<file path="src/rtl/bvurem_ic_checker_urem_step.sv">
// One combinational restoring-division step: shift the next dividend bit into
// the partial remainder and subtract the divisor when it fits.
module urem_step #(
    parameter int W = 4
) (
    input  logic [W:0]   i_rem,
    input  logic         i_bit,
    input  logic [W-1:0] i_s,
    output logic [W:0]   o_rem,
    output logic         o_qbit
);
    logic [W+1:0] w_p;
    logic [W+1:0] w_s_ext;

    // i_rem[W] is always 0 because rem < s, so the extra top bit is harmless.
    assign w_p     = {i_rem, i_bit};
    assign w_s_ext = {2'b00, i_s};

    always_comb begin
        o_qbit = 1'b0;
        o_rem  = (W+1)'(w_p);
        if (w_p >= w_s_ext) begin
            o_qbit = 1'b1;
            o_rem  = (W+1)'(w_p - w_s_ext);
        end
    end
endmodule

</file>
<file path="config.mk">
export PLATFORM = sky130hd
export DESIGN_NAME = urem_step
export DESIGN_NICKNAME = d
export VERILOG_FILES = /design/src/rtl/bvurem_ic_checker_urem_step.sv
export SDC_FILE = /design/constraint.sdc
export NUM_CORES = 1
export LEC_CHECK = 0
export ABC_AREA = 1
export CAP_MARGIN = 20
export CORE_AREA = 2 2 39 41
export DETAILED_ROUTE_END_ITERATION = 6
export DIE_AREA = 0 0 41 43
export DONT_BUFFER_PORTS = 1
export SLEW_MARGIN = 20
export SYNTH_ARGS = -nofsm -noshare
export SYNTH_HDL_FRONTEND = slang
export SYNTH_SLANG_ARGS = --single-unit
</file>
<file path="constraint.sdc">
create_clock -name vclk -period 1.7
set_clock_uncertainty 0.05 [all_clocks]
set_input_delay 0.17 -clock vclk [all_inputs]
set_output_delay 0.17 -clock vclk [all_outputs]
set_load 0.02 [all_outputs]
</file>
### Yosys cells after proc, flatten, opt, wreduce, memory -nomap -nowiden

Index checks and enable logic that the tools add are counted.

* register bits after elaboration: 0
* input port bits: 10
* word-level logic and storage cells: 4

* $lt $le $gt $ge: 1
* multiplexer cells: 2
* $add $sub $neg: 1

Operators with widths (count)
* >= comparator 6 x 4 -> 1 bit: 1
* two-way mux 5 bit: 1
* subtractor 5 x 4 -> 5 bit: 1
* two-way mux 1 bit: 1

### Longest topological paths before layout

* depth in word-level cells: 2
* gate-level depth with buffers: 10
* gate-level depth less buffers: 10

### Worst setup path before layout

No wires, ideal clock.

* path kind: in2out
* from: input i_bit
* to: output o_rem[4]
* path slack: 0.081 ns
* required time: 1.480 ns
* stages on the path: 9
* buffers on the path: 0
* arrival: 1.399 ns
* cell sequence: inv_1 ha_1 inv_1 fa_1 nand2_1 nand2_2 nand2_4 nand2_1 o21ai_1

* cells in the longest elaborated chain, start to end: 2

RTL lines
* start, declared: line 7 `input logic i_bit,`
* subtractor 5 x 4 -> 5 bit or >= comparator 6 x 4 -> 1 bit (tied branches): line 24, 22
* two-way mux 5 bit (*): line 22 `if (w_p >= w_s_ext) begin`
* end, declared: line 9 `output logic [W:0] o_rem,`

Every way passes the cells marked *; elsewhere a longest branch is shown, timed or not.

### Final worst setup path

Ends and elaborated chain as after synthesis.

==> flow_metrics.env <==
export IMPL_run_status="finished, final reports clean"
export IMPL_synth_top_cells_by_area="sky130_fd_sc_hd__ha_1 (18%), sky130_fd_sc_hd__nand2_1 (17%), sky130_fd_sc_hd__inv_1 (11%)"
export IMPL_synth_largest_type_area_fraction=0.175
export IMPL_yosysWarningCount=0
export IMPL_detail_route_antenna_nets=0
export IMPL_number_of_violations_of_the_max_capacitance_limit=0
export IMPL_layout_drive_gt1_share=0.234
export IMPL_gr_total_overflow=0
export IMPL_data_required_critical_path_ns=1.48
export IMPL_antenna_violations_before_repair=0
export IMPL_dp_hpwl_um=576
export IMPL_dr_wl_met2_um=343
export IMPL_vias=276
export IMPL_die_height_um=43
export IMPL_worstHoldPathType="in -> out"
export IMPL_setup_worst_path_class="in -> out"
export IMPL_grt_start_max_net_pins=7
export IMPL_core_area_mm2=0.00138
export IMPL_fmaxAchievable_mhz=640
export IMPL_critical_path_startpoint="i_bit"
export IMPL_tightest_slew_ns=0.215
export IMPL_path_cells="inv_1 -> ha_1 -> inv_1 -> fa_2 -> nand2_1 -> nand2_2 -> nand2_4 -> nand2_1 -> o21ai_1 -> buf_4"
export IMPL_totalNegativeSetupSlack_ns=0
export IMPL_num_clock_buffers=0
export IMPL_vias_per_cell=4.38
export IMPL_critical_path_top_delay_family="adder cells"
export IMPL_synth_largest_area_cell="sky130_fd_sc_hd__ha_1"
export IMPL_num_nets_final=64
export IMPL_netlist_cell_type_count=16
export IMPL_routed_top_layer="met3"
export IMPL_gp_routability_congestion=0.647
export IMPL_route_detailed_wl_per_inst_um=9.44
export IMPL_floorplan_die_area_mm2=0.00176
export IMPL_slowest_delay_ns=0.35
export IMPL_synth_seq_area_share=0
export IMPL_critPathLaunchType="input port"
export IMPL_number_of_hold_buffers_added_after_cts=0
export IMPL_final_setup_viol_count=0
export IMPL_die_width_um=41
export IMPL_timing_critical_path_arrival_ns=1.34
export IMPL_dp_worst_setup_slack_ns=0.0592
export IMPL_grt_setup_unrepaired="no"
export IMPL_leakage_power_nw=0.175
export IMPL_netlist_area_um2=285
export IMPL_timing_max_transition_violations_final=0
export IMPL_grt_pass1_wl_um=938
export IMPL_timing_slew_headroom=0.857
export IMPL_routed_metal_1_wirelength_um=219
export IMPL_ir_worst_vdd_uv=71.6
export IMPL_detailedRoute_firstPassIterationCount=1
export IMPL_post_cts_setup_buffers=0
export IMPL_worstSetupEndpointType="primary output"
export IMPL_worst_hold_startpoint="i_rem[2]"
export IMPL_timing_critical_path_buf_inv=3
export IMPL_cellPowerDensity_mw_per_mm2=424
export IMPL_synthesis_nets=60
export IMPL_worst_slack_ns=0.137
export IMPL_buffer_ports_inserted=0
export IMPL_count_of_flip_flops_and_latches=0
export IMPL_synthCells=45
export IMPL_total_drc_errors_in_the_routed_layout=0
export IMPL_rows=14
export IMPL_period_needed_ns=1.56
export IMPL_diodes=0
export IMPL_grt_pass1_vias=257
export IMPL_final_seq_area_um2=0
export IMPL_min_period_over_period=0.920
export IMPL_wl_met3_um=32
export IMPL_cpMaxStageDelayCell="sky130_fd_sc_hd__fa_2"
export IMPL_synth_avg_cell_area_um2=6.34
export IMPL_start_util=0.206
export IMPL_finalWirelength_um=595
export IMPL_design_portCount=16
export IMPL_global_route_usage_total=0.0700
export IMPL_first_iter_violations=0
export IMPL_worstPathMaxFanout=6
export IMPL_areaGrowthSynthToFinish_pct=13.2
export IMPL_finalHoldViolCount=0
==> stage by stage <==
stage | hold WS [ns] | instance area, µm² | total power [mW] | instances | utilization
after floorplan | 0.422 | 285 | 0.116 | 45 | -
after global placement | 0.476 | 320 | 0.137 | 63 | 0.231
after detailed placement | 0.480 | 320 | 0.139 | 63 | 0.231
after CTS | 0.480 | 320 | 0.139 | 63 | 0.231
after global routing | 0.491 | 323 | 0.153 | 63 | 0.233
final | 0.475 | 323 | 0.137 | 63 | 0.233
==> final timing paths <==
| check | endpoint | depth (start not counted) |
|---|---|---|
| hold / removal | o_rem[3] | 2 |
| setup / recovery | o_rem[4] | 10 |
==> kinds of logic after synthesis <==
logic type | synth area share
and+or+nand+nor | 0.583
AOI/OAI and AO/OA | 0.0351
xor gates and xnor gates | 0.0307
adders and majority gates | 0.246
buffers and inverters | 0.105
==> per-layer routing <==
metal  global-route usage  up-vias
met1               0.0762      121
met4                    0        0
li1                     -      149
met5                    0        -
met2                0.141        6
met3              0.00524        0
==> area by class of cell <==
cell class / instances / area (µm²)
Fill cell: 171 / 1060
Inverter: 8 / 30.0
Multi-Input combinational cell: 37 / 258
Tap cell: 16 / 20.0
Timing Repair Buffer: 2 / 15.0
==> synth_stat cells, drive strengths merged <==
library cell	instances
nand2	17
inv	8
ha	4
nand3	4
nand4	4
nor2	3
a21oi	1
fa	1
o21ai	1
or2	1
xor2	1
==> cells in the final DEF (no fill, tap or decap) <==
cell type	count
sky130_fd_sc_hd__nand3_4	1
sky130_fd_sc_hd__nand2_4	1
sky130_fd_sc_hd__xor2_1	1
sky130_fd_sc_hd__or2_4	1
sky130_fd_sc_hd__ha_1	4
sky130_fd_sc_hd__nand2_1	13
sky130_fd_sc_hd__inv_1	8
sky130_fd_sc_hd__a21oi_1	1
sky130_fd_sc_hd__nand3_1	3
sky130_fd_sc_hd__nand4_1	4
sky130_fd_sc_hd__buf_4	2
sky130_fd_sc_hd__nor2_4	1
sky130_fd_sc_hd__nor2_1	1
sky130_fd_sc_hd__nor2_2	1
sky130_fd_sc_hd__fa_2	1
sky130_fd_sc_hd__o21ai_1	1
sky130_fd_sc_hd__nand2_2	3
==> power by group <==
| part | leakage (nW) | internal (mW) | switching, mW | total (mW) |
|---|---|---|---|---|
| Sequential | 0 | 0 | 0 | 0 |
| Combinational | 0.175 | 0.0458 | 0.0910 | 0.137 |
| Clock | 0 | 0 | 0 | 0 |
==> what timing repair did <==
action	4_1_cts	5_1_grt
gates resized for setup	0	1
setup endpoints to repair	0	4
endpoints found under the hold margin	0	0
Power figures use the tool's default switching activity.
